`src/rtl/eth_ctrl_pkg.sv`:
```
// Shared encodings for the Ethernet control path: arbiter FSM states and
// TX owner identifiers (which also serve as the TX mux select values).
package eth_ctrl_pkg;

    typedef enum logic [1:0] {
        ST_IDLE      = 2'd0,
        ST_GRANT_CMD = 2'd1,
        ST_GRANT_PIC = 2'd2,
        ST_GAP       = 2'd3
    } arb_state_e;

    localparam logic OWNER_CMD = 1'b0;
    localparam logic OWNER_PIC = 1'b1;

endpackage

```
`src/rtl/eth_tx_arbiter.sv`:
```
// Arbitrates the shared RGMII TX path between the command sender and the picture
// engine, with an inter-frame guard gap and a watchdog on held grants.
module eth_tx_arbiter
    import eth_ctrl_pkg::*;
#(
    parameter int unsigned IFG_CYCLES     = 16,
    parameter int unsigned TIMEOUT_CYCLES = 25000000,
    parameter int unsigned CNT_W          = 25,
    parameter int unsigned CMD_PRIORITY   = 1
) (
    input  logic sys_clk,
    input  logic rst_n,
    input  logic cmd_req,
    input  logic cmd_done,
    output logic cmd_grant,
    input  logic pic_req,
    input  logic pic_done,
    output logic pic_grant,
    output logic tx_sel,
    output logic busy,
    output logic timeout_err,
    output logic last_owner
);

    localparam logic [CNT_W-1:0] IfgLast     = CNT_W'(IFG_CYCLES - 1);
    localparam logic [CNT_W-1:0] TimeoutLast = CNT_W'(TIMEOUT_CYCLES - 1);

    arb_state_e       state_q, state_d;
    logic [CNT_W-1:0] cnt_q, cnt_d;
    logic             tx_sel_q, tx_sel_d;
    logic             last_owner_q, last_owner_d;
    logic             timeout_d;
    logic             cmd_grant_q, pic_grant_q, busy_q, timeout_err_q;
    logic             winner;
    logic             own_req, own_done;

    always_comb begin
        state_d      = state_q;
        cnt_d        = cnt_q;
        tx_sel_d     = tx_sel_q;
        last_owner_d = last_owner_q;
        timeout_d    = 1'b0;

        // Tie break: fixed cmd priority, or hand the bus to whoever did not have it last.
        winner = OWNER_CMD;
        if (cmd_req && pic_req) begin
            winner = (CMD_PRIORITY != 0) ? OWNER_CMD : ~last_owner_q;
        end else if (pic_req) begin
            winner = OWNER_PIC;
        end

        own_req  = (state_q == ST_GRANT_PIC) ? pic_req  : cmd_req;
        own_done = (state_q == ST_GRANT_PIC) ? pic_done : cmd_done;

        case (state_q)
            ST_IDLE: begin
                if (cmd_req || pic_req) begin
                    state_d      = (winner == OWNER_PIC) ? ST_GRANT_PIC : ST_GRANT_CMD;
                    cnt_d        = '0;
                    tx_sel_d     = winner;
                    last_owner_d = winner;
                end
            end
            ST_GRANT_CMD, ST_GRANT_PIC: begin
                // done and abandon take precedence over the watchdog
                if (own_done || !own_req) begin
                    state_d = ST_GAP;
                    cnt_d   = '0;
                end else if (cnt_q == TimeoutLast) begin
                    state_d   = ST_GAP;
                    cnt_d     = '0;
                    timeout_d = 1'b1;
                end else begin
                    cnt_d = cnt_q + 1'b1;
                end
            end
            ST_GAP: begin
                if (cnt_q == IfgLast) begin
                    state_d = ST_IDLE;
                    cnt_d   = '0;
                end else begin
                    cnt_d = cnt_q + 1'b1;
                end
            end
            default: begin
                state_d = ST_IDLE;
                cnt_d   = '0;
            end
        endcase
    end

    // Outputs are flops decoded from next state so they align with the state change.
    always_ff @(posedge sys_clk or negedge rst_n) begin
        if (!rst_n) begin
            state_q       <= ST_IDLE;
            cnt_q         <= '0;
            tx_sel_q      <= OWNER_CMD;
            last_owner_q  <= OWNER_CMD;
            cmd_grant_q   <= 1'b0;
            pic_grant_q   <= 1'b0;
            busy_q        <= 1'b0;
            timeout_err_q <= 1'b0;
        end else begin
            state_q       <= state_d;
            cnt_q         <= cnt_d;
            tx_sel_q      <= tx_sel_d;
            last_owner_q  <= last_owner_d;
            cmd_grant_q   <= (state_d == ST_GRANT_CMD);
            pic_grant_q   <= (state_d == ST_GRANT_PIC);
            busy_q        <= (state_d != ST_IDLE);
            timeout_err_q <= timeout_d;
        end
    end

    assign cmd_grant   = cmd_grant_q;
    assign pic_grant   = pic_grant_q;
    assign tx_sel      = tx_sel_q;
    assign busy        = busy_q;
    assign timeout_err = timeout_err_q;
    assign last_owner  = last_owner_q;

endmodule

```
`config.mk`:
```
export PLATFORM = sky130hd
export DESIGN_NAME = eth_tx_arbiter
export DESIGN_NICKNAME = d
export VERILOG_FILES = /design/src/rtl/eth_ctrl_pkg.sv /design/src/rtl/eth_tx_arbiter.sv
export SDC_FILE = /design/constraint.sdc
export NUM_CORES = 1
export LEC_CHECK = 0
export ABC_AREA = 1
export CAP_MARGIN = 20
export CORE_MARGIN = 3
export CORE_UTILIZATION = 40
export CTS_CLUSTER_SIZE = 12
export DETAILED_ROUTE_END_ITERATION = 10
export GPL_ROUTABILITY_DRIVEN = 0
export GPL_TIMING_DRIVEN = 0
export MAX_ROUTING_LAYER = met4
export SLEW_MARGIN = 20
export SYNTH_ARGS = -nofsm -noshare
export SYNTH_HDL_FRONTEND = slang
export SYNTH_SLANG_ARGS = --single-unit
```
`constraint.sdc`:
```
create_clock -name sys_clk -period 4.1 [get_ports sys_clk]
set_input_delay 0.615 -clock sys_clk [delete_from_list [all_inputs] [get_ports sys_clk]]
set_output_delay 0.615 -clock sys_clk [all_outputs]
set_load 0.05 [all_outputs]
```
==> metrics.yaml <==
route.detailed.drc: 0
cp_max_fo: 3
period_needed_ns: 2.19
overflow: 0
crit_type: "reg -> out"
fp.dieArea_um2: 6390
syn_nets: 301
grt_max_degree: 19
p_sw_w: 0.000477
port_buffers: 11
postCtsResizedCells: 0
slew_headroom_pct: 67.0
clkPwrFrac_pct: 20.4
netlist_area_um2: 2190
seq_power_share_pct: 34.2
p_per_area_nw_per_um2: 456
num_vias: 1821
internal_power_w: 0.000656
status: "complete, no violations"
boundaryPins: 12
die_width_um: 80.0
max_freq_mhz: 457
grtUsageTotal_pct: 17.6
area_growth_pct: 13.6
irDropWorstVdd_v: 0.000323
ys_seq_elements: 32
synthCells: 291
drive_gt1_share_pct: 17.4
layout_commonest_cell: "nand2_1"
cts_buffers: 5
tns_ns: 0
cts_tree: "done"
sw_frac_of_total_pct: 42.1
grt_pass1_vias: 1766
postRouteAntennaNets: 0
layout_setup_ws_ns: 1.91
fin_hold_ws_ns: 0.245
post-cts-setup-buffers: 0
finalNonFillerCells: 380
period_share_pct: 53.4
p_leak_nw: 1.10
fin_nets: 320
start_util_pct: 42.0
final_area_um2: 2490
die_h_um: 80.0
post_drt_wl_per_cell_um: 12.6
skew_ns: 0.00652
cts.sinks: 32
core-area_um2: 5200
end_kind: "output pin"
dp_hpwl_um: 3770
slew_viol_final: 0
critical_path_arrival_ns: 1.57
p_comb_share_pct: 45.4
finalSetupViolCount: 0
rows: 26
ys_seq_area_share_pct: 36.6
grt_pass1_wl_um: 8410
via_per_inst: 4.79
crit_path_start_kind: "register"
syn_area_per_cell_um2: 7.52
clock_path_buffers: 2
crit_required_ns: 3.48
ctsHoldBuffers: 0
diodes: 0
min_path_type: "in -> async"
insertion_delay_ns: 0.29
hold_violations: 0
yosysWarnings: 0
yosysUniqueCellTypes: 28
drt-pass1-iter-count: 4
place_inst: 373
worstMarginPinSlew_ns: 0.494
antenna_found_initial: 0
root_buffer: "clkbuf_8"
clkTransAtPathRegs_ns: 0.07
dp_slack_ns: 1.81
wirelength_um: 4800
htreeDepth: 2
final_cell_mix: "88 x nand2_1, 33 x inv_1, 33 x nor2_1"
placed_area_um2: 2410
maxCapViolations: 0
rsz0062_at_grt: "no"
first_iter_violations: 191
critical path, stage by stage (launching register included):
cell and delay [ns]:
dfrtp_1 0.38, buf_4 0.12, clkdlybuf4s50_1 0.78
synthesized netlist by cell type:
master / instances / area share (%)
a21o_1: 1 / 0.34
a21oi_1: 2 / 0.46
buf_12: 2 / 1.8
buf_4: 2 / 0.69
dfrtp_1: 32 / 37
dlymetal6s2s_1: 1 / 0.57
ha_1: 4 / 2.3
inv_1: 33 / 5.7
inv_2: 2 / 0.34
nand2_1: 88 / 15
nand2_2: 5 / 1.4
nand2_4: 2 / 1.0
nand3_1: 16 / 3.7
nand3_2: 2 / 0.91
nand3_4: 1 / 0.80
nand4_1: 6 / 1.7
nor2_1: 33 / 5.7
nor2_2: 6 / 1.7
nor2_4: 2 / 1.0
nor3_1: 8 / 1.8
nor3_2: 1 / 0.46
nor4_1: 1 / 0.29
o21ai_0: 3 / 0.69
o21ai_1: 1 / 0.23
o21ai_2: 20 / 8.0
or2_2: 1 / 0.29
xnor2_1: 2 / 0.80
xor2_1: 14 / 5.6
metrics by stage:
step	util, %	total power (W)
6_report	47.8	0.00113
5_1_grt	47.8	0.00122
4_1_cts	47.8	0.00115
3_5_place_dp	46.3	0.000915
3_3_place_gp	45.8	0.000907
2_1_floorplan	-	0.000785
layout make-up:
class                           instances  area [um^2]
Fill cell                             515         2720
Clock buffer                            6         72.6
Timing Repair Buffer                   12          133
Tap cell                               70         87.6
Inverter                               35          131
Clock inverter                          1         5.00
Sequential cell                        32          801
Multi-Input combinational cell        219         1190
Buffer                                  5         67.6
sequential cells by signal, indices dropped and copies added, names as in the netlist:
| name | flops |
|---|---|
| busy | 1 |
| timeout_err | 1 |
| state_q | 2 |
| cmd_grant | 1 |
| last_owner | 1 |
| pic_grant | 1 |
| cnt_q | 25 |
final timing paths:
path | from | to | slack (ns) | cells after the start
max in group asynchronous | rst_n | timeout_err | 3.43 | 2
worst min-delay path | rst_n | cnt_q[4] | 0.24 | 1
worst max-delay path | last_owner | tx_sel | 1.91 | 2
worst min register to register | cnt_q[0] | cnt_q[0] | 0.53 | 1
worst max register to register | state_q[0] | cnt_q[5] | 2.09 | 9
min in group sys_clk | cnt_q[0] | cnt_q[0] | 0.53 | 1
power groups by stage:
stage / Sequential [W] / Combinational [W] / Clock (W)
CTS: 0.000387 / 0.000524 / 0.000235
global placement: 0.000391 / 0.000516 / 0
floorplan: 0.000443 / 0.000341 / 0
global route: 0.000393 / 0.000574 / 0.000253
finish: 0.000387 / 0.000515 / 0.000231
detailed placement: 0.000392 / 0.000522 / 0
metal layers:
layer  wire (um)  part of all wire (%)  track usage (%)  vias up
met5           0                     0                -        -
met4         101                   2.1             5.91        0
met3         242                   5.0             4.29       10
met2        2160                    45             27.0       46
met1        2300                    48             22.8      816
li1            -                     -                -      949
kinds of logic (layout without fill, tap and decap cells):
| logic type | after synthesis | in the layout | share of synthesized area [%] |
|---|---|---|---|
| compound gates | 27 | 27 | 9.72 |
| xor+xnor | 16 | 16 | 6.40 |
| simple gates | 172 | 172 | 35.9 |
| buf+inv | 40 | 59 | 9.09 |
| fa+ha+maj | 4 | 4 | 2.29 |
| flops | 32 | 32 | 36.6 |
(Power assumes the default switching activity.)
